File: src/rtl/mem_loader_pkg.sv
// Shared types and field widths for the byte-stream data memory loader.
// Optional build macro: LOADER_CHECKSUM_EN adds the trailing checksum state.
package mem_loader_pkg;

    localparam int LEN_W  = 16;
    localparam int WORD_W = 32;
    localparam int ADDR_W = 32;

    localparam logic [7:0] SYNC_DEFAULT = 8'hA5;

    typedef enum logic [2:0] {
        IDLE,
        LEN_HI,
        LEN_LO,
        DATA,
        WRITE,
        DONE
`ifdef LOADER_CHECKSUM_EN
        , CHECK
`endif
    } state_t;

    // Big-endian assembly: earlier bytes end up in the high bits.
    function automatic logic [WORD_W-1:0] shift_byte(input logic [WORD_W-1:0] word,
                                                     input logic [7:0] b);
        return {word[WORD_W-9:0], b};
    endfunction

endpackage

File: src/rtl/mem_loader_timeout.sv
// Reloadable inter-byte watchdog. Reloads on 'load', counts down while
// 'enable' is high, and flags 'expired' once the count has run out.
module loader_timeout #(
    parameter int TIMEOUT_CYCLES = 1_000_000
) (
    input  logic clk,
    input  logic rst_n,
    input  logic load,
    input  logic enable,
    output logic expired
);

    localparam int CW = $clog2(TIMEOUT_CYCLES + 1);
    localparam logic [CW-1:0] RELOAD = CW'(TIMEOUT_CYCLES);

    logic [CW-1:0] cnt;

    // Down-counter: reload wins, otherwise decrement and saturate at zero.
    always_ff @(posedge clk or negedge rst_n) begin
        if (!rst_n)
            cnt <= RELOAD;
        else if (load)
            cnt <= RELOAD;
        else if (enable && cnt != '0)
            cnt <= cnt - CW'(1);
    end

    // Only meaningful while the owner is waiting on a byte.
    always_comb begin
        expired = enable && (cnt == '0);
    end

endmodule

File: src/rtl/mem_loader.sv
// Byte-stream loader: parses SYNC/LEN_HI/LEN_LO/payload frames from the UART
// and writes big-endian words into word-indexed data memory, holding the CPU
// off while a frame is in flight.
// Optional build macro: LOADER_CHECKSUM_EN (trailing XOR checksum byte).
module mem_loader
    import mem_loader_pkg::*;
#(
    parameter logic [ADDR_W-1:0] BASE_ADDR      = '0,
    parameter int                MAX_WORDS      = 256,
    parameter logic [7:0]        SYNC_BYTE      = SYNC_DEFAULT,
    parameter int                TIMEOUT_CYCLES = 1_000_000
) (
    input  logic              clk,
    input  logic              rst_n,
    input  logic [7:0]        in_data,
    input  logic              in_valid,
    output logic              in_ready,
    output logic [ADDR_W-1:0] mem_address,
    output logic [WORD_W-1:0] mem_write_data,
    output logic              mem_write,
    output logic              cpu_hold,
    output logic              done,
    output logic              error,
    output logic [LEN_W-1:0]  words_loaded
);

    localparam logic [LEN_W-1:0] MAX_LEN = LEN_W'(MAX_WORDS);

    state_t             state_q, state_d;
    logic [LEN_W-1:0]   len_q;
    logic [WORD_W-1:0]  word_q;
    logic [1:0]         byte_idx_q;
    logic [ADDR_W-1:0]  addr_q;
    logic [LEN_W-1:0]   words_q;
    logic               error_q;
`ifdef LOADER_CHECKSUM_EN
    logic [7:0]         csum_q;
`endif

    logic               accept;
    logic               sync_seen;
    logic [LEN_W-1:0]   len_full;
    logic               len_bad;
    logic [LEN_W-1:0]   words_inc;
    logic               last_word;
    logic               in_frame;
    logic               tmo_expired;
    logic               timeout_hit;

    // Shared decode used by both the FSM and the datapath.
    always_comb begin
        accept      = in_valid && in_ready;
        sync_seen   = accept && (in_data == SYNC_BYTE);
        len_full    = {len_q[LEN_W-1:8], in_data};
        len_bad     = len_full > MAX_LEN;
        words_inc   = words_q + LEN_W'(1);
        last_word   = words_inc == len_q;
        in_frame    = (state_q == LEN_HI) || (state_q == LEN_LO) || (state_q == DATA)
`ifdef LOADER_CHECKSUM_EN
                      || (state_q == CHECK)
`endif
                      ;
        // A byte landing on the expiry cycle still counts as on time.
        timeout_hit = tmo_expired && !accept;
    end

    loader_timeout #(
        .TIMEOUT_CYCLES (TIMEOUT_CYCLES)
    ) u_timeout (
        .clk     (clk),
        .rst_n   (rst_n),
        .load    (accept),
        .enable  (in_frame),
        .expired (tmo_expired)
    );

    // FSM state register.
    always_ff @(posedge clk or negedge rst_n) begin
        if (!rst_n) state_q <= IDLE;
        else        state_q <= state_d;
    end

    // FSM next-state logic.
    always_comb begin
        state_d = state_q;
        case (state_q)
            IDLE:   if (sync_seen) state_d = LEN_HI;
            LEN_HI: begin
                if (timeout_hit)  state_d = IDLE;
                else if (accept)  state_d = LEN_LO;
            end
            LEN_LO: begin
                if (timeout_hit) state_d = IDLE;
                else if (accept) begin
                    if (len_full == '0) state_d = DONE;
                    else if (len_bad)   state_d = IDLE;
                    else                state_d = DATA;
                end
            end
            DATA: begin
                if (timeout_hit)                        state_d = IDLE;
                else if (accept && byte_idx_q == 2'd3)  state_d = WRITE;
            end
            WRITE: begin
`ifdef LOADER_CHECKSUM_EN
                state_d = last_word ? CHECK : DATA;
`else
                state_d = last_word ? DONE : DATA;
`endif
            end
`ifdef LOADER_CHECKSUM_EN
            CHECK: begin
                if (timeout_hit)  state_d = IDLE;
                else if (accept)  state_d = (in_data == csum_q) ? DONE : IDLE;
            end
`endif
            DONE:    state_d = IDLE;
            default: state_d = IDLE;
        endcase
    end

    // FSM outputs, all decoded from the current state.
    always_comb begin
        in_ready  = 1'b1;
        mem_write = 1'b0;
        cpu_hold  = 1'b0;
        done      = 1'b0;
        case (state_q)
            LEN_HI, LEN_LO, DATA: cpu_hold = 1'b1;
            WRITE: begin
                in_ready  = 1'b0;
                mem_write = 1'b1;
                cpu_hold  = 1'b1;
            end
`ifdef LOADER_CHECKSUM_EN
            CHECK: cpu_hold = 1'b1;
`endif
            DONE: begin
                in_ready = 1'b0;
                done     = 1'b1;
            end
            default: ;
        endcase
    end

    // Frame datapath: length capture, word assembly, address/count, error flag.
    always_ff @(posedge clk or negedge rst_n) begin
        if (!rst_n) begin
            len_q      <= '0;
            word_q     <= '0;
            byte_idx_q <= '0;
            addr_q     <= BASE_ADDR;
            words_q    <= '0;
            error_q    <= 1'b0;
`ifdef LOADER_CHECKSUM_EN
            csum_q     <= '0;
`endif
        end else begin
            case (state_q)
                IDLE: begin
                    if (sync_seen) begin
                        error_q <= 1'b0;
                        words_q <= '0;
`ifdef LOADER_CHECKSUM_EN
                        csum_q  <= '0;
`endif
                    end
                end
                LEN_HI: begin
                    if (timeout_hit) error_q <= 1'b1;
                    else if (accept) begin
                        len_q[LEN_W-1:8] <= in_data;
`ifdef LOADER_CHECKSUM_EN
                        csum_q <= csum_q ^ in_data;
`endif
                    end
                end
                LEN_LO: begin
                    if (timeout_hit) error_q <= 1'b1;
                    else if (accept) begin
                        len_q[7:0] <= in_data;
                        byte_idx_q <= '0;
                        addr_q     <= BASE_ADDR;
                        if (len_bad) error_q <= 1'b1;
`ifdef LOADER_CHECKSUM_EN
                        csum_q <= csum_q ^ in_data;
`endif
                    end
                end
                DATA: begin
                    if (timeout_hit) error_q <= 1'b1;
                    else if (accept) begin
                        word_q     <= shift_byte(word_q, in_data);
                        byte_idx_q <= byte_idx_q + 2'd1;
`ifdef LOADER_CHECKSUM_EN
                        csum_q <= csum_q ^ in_data;
`endif
                    end
                end
                WRITE: begin
                    addr_q  <= addr_q + ADDR_W'(1);
                    words_q <= words_inc;
                end
`ifdef LOADER_CHECKSUM_EN
                CHECK: begin
                    if (timeout_hit)                     error_q <= 1'b1;
                    else if (accept && in_data != csum_q) error_q <= 1'b1;
                end
`endif
                default: ;
            endcase
        end
    end

    assign mem_address    = addr_q;
    assign mem_write_data = word_q;
    assign error          = error_q;
    assign words_loaded   = words_q;

endmodule

File: config.mk
export PLATFORM = sky130hd
export DESIGN_NAME = mem_loader
export DESIGN_NICKNAME = d
export VERILOG_FILES = /design/src/rtl/mem_loader_pkg.sv /design/src/rtl/mem_loader_timeout.sv /design/src/rtl/mem_loader.sv
export SDC_FILE = /design/constraint.sdc
export NUM_CORES = 1
export LEC_CHECK = 0
export ABC_CLOCK_PERIOD_IN_PS = 2100
export BUFFER_PORTS_ARGS = -buffer_cell sky130_fd_sc_hd__buf_2
export CAP_MARGIN = 20
export CORE_MARGIN = 2
export CORE_UTILIZATION = 51
export CTS_CLUSTER_SIZE = 16
export DETAILED_ROUTE_END_ITERATION = 10
export MAX_ROUTING_LAYER = met4
export PLACE_DENSITY = 0.82
export SLEW_MARGIN = 20
export SYNTH_ARGS = -nofsm -noshare
export SYNTH_HDL_FRONTEND = slang
export SYNTH_SLANG_ARGS = --single-unit
File: constraint.sdc
create_clock -name clk -period 2.1 [get_ports clk]
set_input_delay 0.42 -clock clk [delete_from_list [all_inputs] [get_ports clk]]
set_output_delay 0.42 -clock clk [all_outputs]
set_load 0.005 [all_outputs]
==> results.txt, run 1 <==
----------------------------------------------------
[Setup path]
  Crit. End Element ... flop
  Critical path data required time ... 2450 ps
  Worst Path Max Fanout ... 5
  Worst Path Arrival ... 2490 ps
  Worst setup path start ... words_loaded[1]
  Crit Path Category ... flop to flop
  Launching point of the worst reg2reg path ... words_loaded[1]
  Worst setup SP type ... flop

[Timing]
  Max Clock Freq ... 468 MHz
  Worst Slack Setup Final ... -37.0 ps
  Final sum of negative setup slack ... -90.0 ps
  Count of endpoints failing setup in the final report ... 4
  Rel. slew slack ... 0.561
  Post-route clock period utilization ... 1.02
  Unrepaired setup endpoints after global routing ... yes
  Slew at the pin closest to its max-slew limit ... 658 ps
  Pins Over Slew Limit ... 0
  Worst clock skew on the final layout ... 7.22 ps
  Minimum period implied by the final worst setup slack ... 2140 ps
  Number of hold violations in the final report ... 0

[Synth]
  Synthesized flop and latch total ... 122
  Number of synthesized flops with an enable pin ... 0
  Synthesized area ... 0.00610 mm²
  Synthesized instance count ... 585
  Fraction of the yosys area taken by sequential cells ... 0.502
  Distinct cell type count of the synthesized netlist ... 63
  Library cell occupying the most area in the post-synthesis netlist ... dfrtp_1
  Most numerous cell in the Yosys netlist ... dfrtp_1
  Top cell types by occurrence after synthesis ... 115 x dfrtp_1, 59 x nor2_1, 49 x o21ai_0, 47 x mux2_2, 41 x nand2_1
  Area share of the largest cell type after synthesis ... 0.472
  Synthesized netlist net count ... 601
  Synth top area cells ... dfrtp_1 47%, mux2_2 8.7%, xnor2_1 5.5%
  Mean instance size in the synthesized netlist ... 10.4 µm²
  Number of warning messages in the yosys log ... 0
  Main flop type after synthesis ... dfrtp_1
  Share of flip-flops with an asynchronous set or reset after synthesis ... 1.00

[Place]
  Weighted congestion reported at the end of routability-driven placement ... 0.886
  Count of input and output buffers ... 95
  HPWL reported at the end of detailed placement ... 10300 µm
  Placed cell areas ... 0.00705 mm²
  DP Cell Count ... 852

[Flow run]
  Max Cap Violations ... 0

[Layout]
  Net count, final ... 753
  Final std cell area, no fill ... 0.00794 mm²
  Fraction of layout instances using a drive strength above 1 ... 0.387
  Final instance count without filler cells ... 892
  Antenna cell count ... 0
  Filler cell count ... 810
  Growth of design area from synthesis to finish ... 30.2%

[Clock tree]
  Worst-case clock buffer depth ... 2
  Root buf cell ... clkbuf_16
  Sinks on Clock Net ... 122
  TritonCTS clock tree ... yes
  Clk Latency, worst-skew pair ... 420 ps
  Register clock-pin slew on the reported worst setup and hold paths ... 60 ps
  CTS H-tree depth ... 4
  Number of buffers created by CTS ... 17

[GRT]
  Pin count of the biggest net entering global routing ... 123
  Total congestion overflow after global routing ... 0
  Number of global-route vias before repair ... 5082
  Global-route usage over all layers ... 0.256
  Antenna violations before repair ... 0
  Global-route wire length before repair ... 25400 µm

[Power]
  LEAKAGE ... 3.62 nW
  P_int ... 7.07 mW
  Clock group share of total power ... 0.272
  Pwr per Cell Area ... 1380 mW/mm²
  Combinational group share of total power ... 0.367
  Sw power ... 3.89 mW
  Worst IR drop on VDD ... 843 µV
  Proportion of power drawn by flip-flops and latches ... 0.360
  Switching power as a share of total power ... 0.355

[Run status]
  Violated checks ... negative setup slack
  Run status ... finished with violations

[Drt]
  DRC marker count from the first detailed-route iteration ... 460
  DR vias ... 5310
  Residual antenna-violating net count after detailed routing ... 0
  Residual DRC count ... 0
  Vias/cell ... 5.95
  Amount of wire on met3 after detailed routing ... 1090 µm
  Routed met1 length ... 6680 µm
  Initial DRT Pass Iterations ... 5
  Routed length per placed instance ... 18.3 µm
  Met2 Routed Length ... 8270 µm
  Uppermost layer routed ... met4
  Routed WL ... 16300 µm

[Worst hold path]
  Path type of the worst min-delay path ... input port to asynchronous set/reset pin

[Floorplanning]
  Die H ... 113 µm
  FP Rows ... 39
  Die Wd ... 113 µm
  I/O pin count ... 96
  Initial standard-cell utilization of the core ... 0.527
  Core area ... 0.0116 mm²
  Die area ... 0.0129 mm²

----------------------------------------------------
-- cells in the final DEF (no fill, tap or decap), types with 3 or more instances in the layout --
cell type	Yosys	final
nor4_1	6	5
o21ai_0	49	47
nor2_2	1	4
dfrtp_1	115	111
or3_1	19	16
clkbuf_16	0	17
nor3_2	3	4
buf_2	1	94
dfrtp_2	0	4
or3_4	0	3
and2_1	3	3
o21ai_1	2	4
xor2_1	20	20
xnor2_1	38	38
and4_1	5	4
o31ai_1	7	7
ha_1	5	3
nand2_1	41	39
clkinv_2	0	3
nand3_1	15	15
nand4_1	10	10
nand3_4	0	3
nor2_1	59	55
clkinv_4	0	3
nor3_1	12	7
mux2_2	47	47
a21oi_1	23	23
nor3_4	1	5
inv_1	13	12
a211oi_1	5	3
bufinv_16	0	3
dfstp_2	7	7
nand2b_1	5	4
buf_4	1	57
a31oi_1	4	4
and3_1	7	7
buf_6	3	5
-- stage by stage --
| step | hold slack, ps | total power, mW | setup slack (ps) | utilization |
|---|---|---|---|---|
| floorplan | 124 | 5.97 | 34.3 | - |
| global placement | 465 | 7.34 | 28.3 | 0.610 |
| detailed placement | 489 | 7.55 | -43.7 | 0.610 |
| CTS | 132 | 10.7 | -8.45 | 0.664 |
| global route | 147 | 11.5 | -130 | 0.687 |
| finish | 77.7 | 11.0 | -37.0 | 0.687 |
-- final timing paths --
check                                      to  slack (ps)  depth (start not counted)
setup / recovery                   state_q[2]         -40                          8
hold / removal             mem_write_data[20]          80                          2
setup reg to reg                   state_q[2]         -40                          8
hold reg to reg                 byte_idx_q[1]         500                          2
max in group asynchronous     words_loaded[6]        1470                          2
min in group clk                     len_q[8]         310                          3
-- registers in the layout (all words and copies together), names as in the netlist --
register	count
mem_address	32
mem_write_data	32
u_timeout.cnt	20
len_q	16
words_loaded	16
state_q	3
byte_idx_q	2
error	1
-- final cells by class --
cell class | instances | area (µm²) | area share
Clock inverter | 11 | 146 | 0.0184
Sequential cell | 122 | 3070 | 0.386
Multi-Input combinational cell | 425 | 3070 | 0.386
Tap cell | 143 | 179 | 0.0225
Clock buffer | 20 | 457 | 0.0575
Timing Repair Buffer | 157 | 975 | 0.123
Inverter | 14 | 52.6 | 0.00662
-- worst max-delay path, cell delays in order, from the launching register on --
cell	delay, ps
dfrtp_1	420
ha_4	180
nand3_4	90
or4_4	440
a21boi_2	200
o21ai_1	100
a211oi_2	270
and4_1	250
a22o_1	140
-- timing repair --
item | 4_1_cts | 5_1_grt
setup buffers | 1 | 8
pin swaps | 2 | 16
hold buffers | 0 | 0
gates resized for setup | 6 | 48
setup endpoints to repair | 8 | 29
-- power by group through the flow --
stage          registers (mW)  logic, mW  clock network, mW
2_1_floorplan            3.80       2.17                  0
3_5_place_dp             3.88       3.67                  0
3_3_place_gp             3.82       3.52                  0
5_1_grt                  4.06       4.35               3.12
6_report                 3.95       4.03               2.99
4_1_cts                  3.88       3.77               3.01
-- cells by family after synthesis --
logic type | after synthesis | synth area share
multiplexers | 48 | 0.0884
AO/OA/AOI/OAI | 106 | 0.103
AND/OR/NAND/NOR | 208 | 0.185
flip-flops | 122 | 0.502
XOR/XNOR | 58 | 0.0833
adder cells (fa/ha/maj) | 5 | 0.0103
buffers and inverters | 38 | 0.0283
-- layer usage --
layer | GRT usage | up-vias
met2 | 0.401 | 257
li1 | - | 2383
met3 | 0.0541 | 37
met5 | - | -
met4 | 0.0902 | 0
met1 | 0.332 | 2633
(Power assumes the default switching activity.)
==> inputs of run 2 (changes only) <==
--- a/config.mk
+++ b/config.mk
@@ -6,14 +6,14 @@
 export NUM_CORES = 1
 export LEC_CHECK = 0
 export ABC_CLOCK_PERIOD_IN_PS = 2100
-export BUFFER_PORTS_ARGS = -buffer_cell sky130_fd_sc_hd__buf_2
+export BUFFER_PORTS_ARGS = -buffer_cell sky130_fd_sc_hd__buf_4
 export CAP_MARGIN = 20
 export CORE_MARGIN = 2
 export CORE_UTILIZATION = 51
 export CTS_CLUSTER_SIZE = 16
 export DETAILED_ROUTE_END_ITERATION = 10
 export MAX_ROUTING_LAYER = met4
-export PLACE_DENSITY = 0.82
+export PLACE_DENSITY = 0.76
 export SLEW_MARGIN = 20
 export SYNTH_ARGS = -nofsm -noshare
 export SYNTH_HDL_FRONTEND = slang
==> results.txt, run 2 (same netlist as run 1, synthesis figures left out) <==
----------------------------------------------------
[Place]
  Weighted congestion reported at the end of routability-driven placement ... 0.952
  Placed cell areas ... 0.00733 mm²
  HPWL reported at the end of detailed placement ... 10500 µm
  Count of input and output buffers ... 95

[Setup path]
  Critical path data required time ... 2390 ps
  Worst Path Max Fanout ... 5
  Worst setup SP type ... flop
  Crit. End Element ... flop
  Crit Path Category ... flop to flop
  Worst Path Arrival ... 2370 ps
  Number of cells on the worst reg-to-reg path ... 9

[Floorplanning]
  Die H ... 113 µm
  Core area ... 0.0116 mm²
  I/O pin count ... 96
  Initial standard-cell utilization of the core ... 0.527
  Die area ... 0.0129 mm²
  FP Rows ... 39
  Die Wd ... 113 µm

[Layout]
  Highest-count cells in the layout ignoring fill and taps ... 163 x buf_4, 114 x dfrtp_1, 54 x nor2_1
  Final std cell area, no fill ... 0.00826 mm²
  Antenna cell count ... 0
  Most common cell after layout, fill and taps aside ... buf_4
  Net count, final ... 762
  Filler cell count ... 805
  Fraction of layout instances using a drive strength above 1 ... 0.397
  Growth of design area from synthesis to finish ... 35.4%

[Power]
  Switching power as a share of total power ... 0.348
  LEAKAGE ... 3.67 nW
  Clock group share of total power ... 0.271
  Pwr per Cell Area ... 1370 mW/mm²
  Proportion of power drawn by flip-flops and latches ... 0.347
  P_int ... 7.37 mW
  Worst IR drop on VDD ... 921 µV
  Sw power ... 3.94 mW
  Combinational group share of total power ... 0.382
  PnR Total Power ... 11.3 mW

[Timing]
  Worst hold margin ... -9.74 ps
  Final sum of negative setup slack ... 0 ps
  Count of endpoints failing setup in the final report ... 0
  Minimum period implied by the final worst setup slack ... 2090 ps
  Slew at the pin closest to its max-slew limit ... 591 ps
  Rel. slew slack ... 0.606
  Worst clock skew on the final layout ... 8.63 ps
  Number of hold violations in the final report ... 5
  Post-route clock period utilization ... 0.995
  Max Clock Freq ... 479 MHz
  Pins Over Slew Limit ... 0
  Unrepaired setup endpoints after global routing ... yes

[Clock tree]
  TritonCTS clock tree ... yes
  Cts hold-fix bufs ... 0
  Number of buffers created by CTS ... 17
  Worst-case clock buffer depth ... 2
  CTS H-tree depth ... 4
  Register clock-pin slew on the reported worst setup and hold paths ... 60 ps
  Clk Latency, worst-skew pair ... 430 ps
  Root buf cell ... clkbuf_16
  Sinks on Clock Net ... 122

[Drt]
  DRC marker count from the first detailed-route iteration ... 418
  Residual DRC count ... 0
  Vias/cell ... 5.75
  DR vias ... 5187
  Residual antenna-violating net count after detailed routing ... 0
  Initial DRT Pass Iterations ... 5
  Routed WL ... 15700 µm
  Routed length per placed instance ... 17.5 µm

[Flow run]
  Max Cap Violations ... 0

[Run status]
  Violated checks ... negative hold slack
  Run status ... finished with violations

[GRT]
  Antenna violations before repair ... 0
  Global-route wire length before repair ... 25400 µm
  Pin count of the biggest net entering global routing ... 46
  Total congestion overflow after global routing ... 0
  Global-route usage over all layers ... 0.256
  Number of global-route vias before repair ... 5093

[Worst hold path]
  Path type of the worst min-delay path ... input port to asynchronous set/reset pin

----------------------------------------------------
-- run 2: cell count changes in the layout (fill, tap and decap cells not counted), moves of 3 or more --
cell	change
buf_4	+106
buf_2	-94
buf_6	-4
a21oi_1	-3
a21oi_2	+3
dfrtp_1	+3
dfrtp_2	-3
inv_6	+3
nor3_1	+3
-- run 2: layout make-up --
| type | instances | area (µm²) | share of cell area |
|---|---|---|---|
| Multi-Input combinational cell | 426 | 3090 | 0.374 |
| Sequential cell | 122 | 3060 | 0.371 |
| Timing Repair Buffer | 165 | 1250 | 0.152 |
| Clock buffer | 17 | 425 | 0.0515 |
| Clock inverter | 15 | 191 | 0.0232 |
| Tap cell | 143 | 179 | 0.0217 |
| Inverter | 14 | 52.6 | 0.00636 |
-- run 2: repair_timing --
action	in CTS	in global routing
hold endpoints to repair	0	0
gates resized for setup	6	43
endpoints found under the setup margin	11	26
pin swaps	2	20
cloned	0	1
buffers inserted	0	13
-- run 2: worst paths after layout --
check	to	start	slack (ps)
max	u_timeout.cnt[11]	u_timeout.cnt[1]	10
min	mem_write_data[25]	rst_n	-10
max reg2reg	u_timeout.cnt[11]	u_timeout.cnt[1]	10
min reg2reg	byte_idx_q[1]	byte_idx_q[1]	490
max in group asynchronous	u_timeout.cnt[18]	rst_n	1430
min in group clk	len_q[8]	in_data[0]	260
-- run 2: stage by stage --
stage / setup WS, ps / instances / hold slack, ps / utilization
floorplan: 34.3 / 585 / 124 / -
CTS: 1.89 / 889 / 11.1 / 0.690
global route: -82.0 / 902 / 40.6 / 0.714
global placement: -19.0 / 857 / 459 / 0.634
detailed placement: -75.9 / 857 / 467 / 0.634
finish: 11.4 / 902 / -9.74 / 0.714
-- run 2: metal layers --
metal | track usage | part of all wire
met1 | 0.341 | 0.44
met2 | 0.389 | 0.49
met3 | 0.0632 | 0.060
met4 | 0.0813 | 0.016
met5 | - | 0
-- run 2: worst max-delay path: stages (launching register included) --
cell	delay (ps)
dfrtp_1	380
inv_2	70
ha_4	140
nor3b_1	120
nand4b_1	180
o211ai_4	100
or3_4	430
nor4_4	300
xnor2_1	160
nor2_1	60
-- run 2: power groups by stage --
stage               clock, mW  combinational [mW]  sequential (mW)
global placement            0                3.86             3.83
floorplan                   0                2.17             3.80
CTS                      3.10                4.04             3.88
finish                   3.06                4.32             3.92
global route             3.21                4.70             4.02
detailed placement          0                3.99             3.89
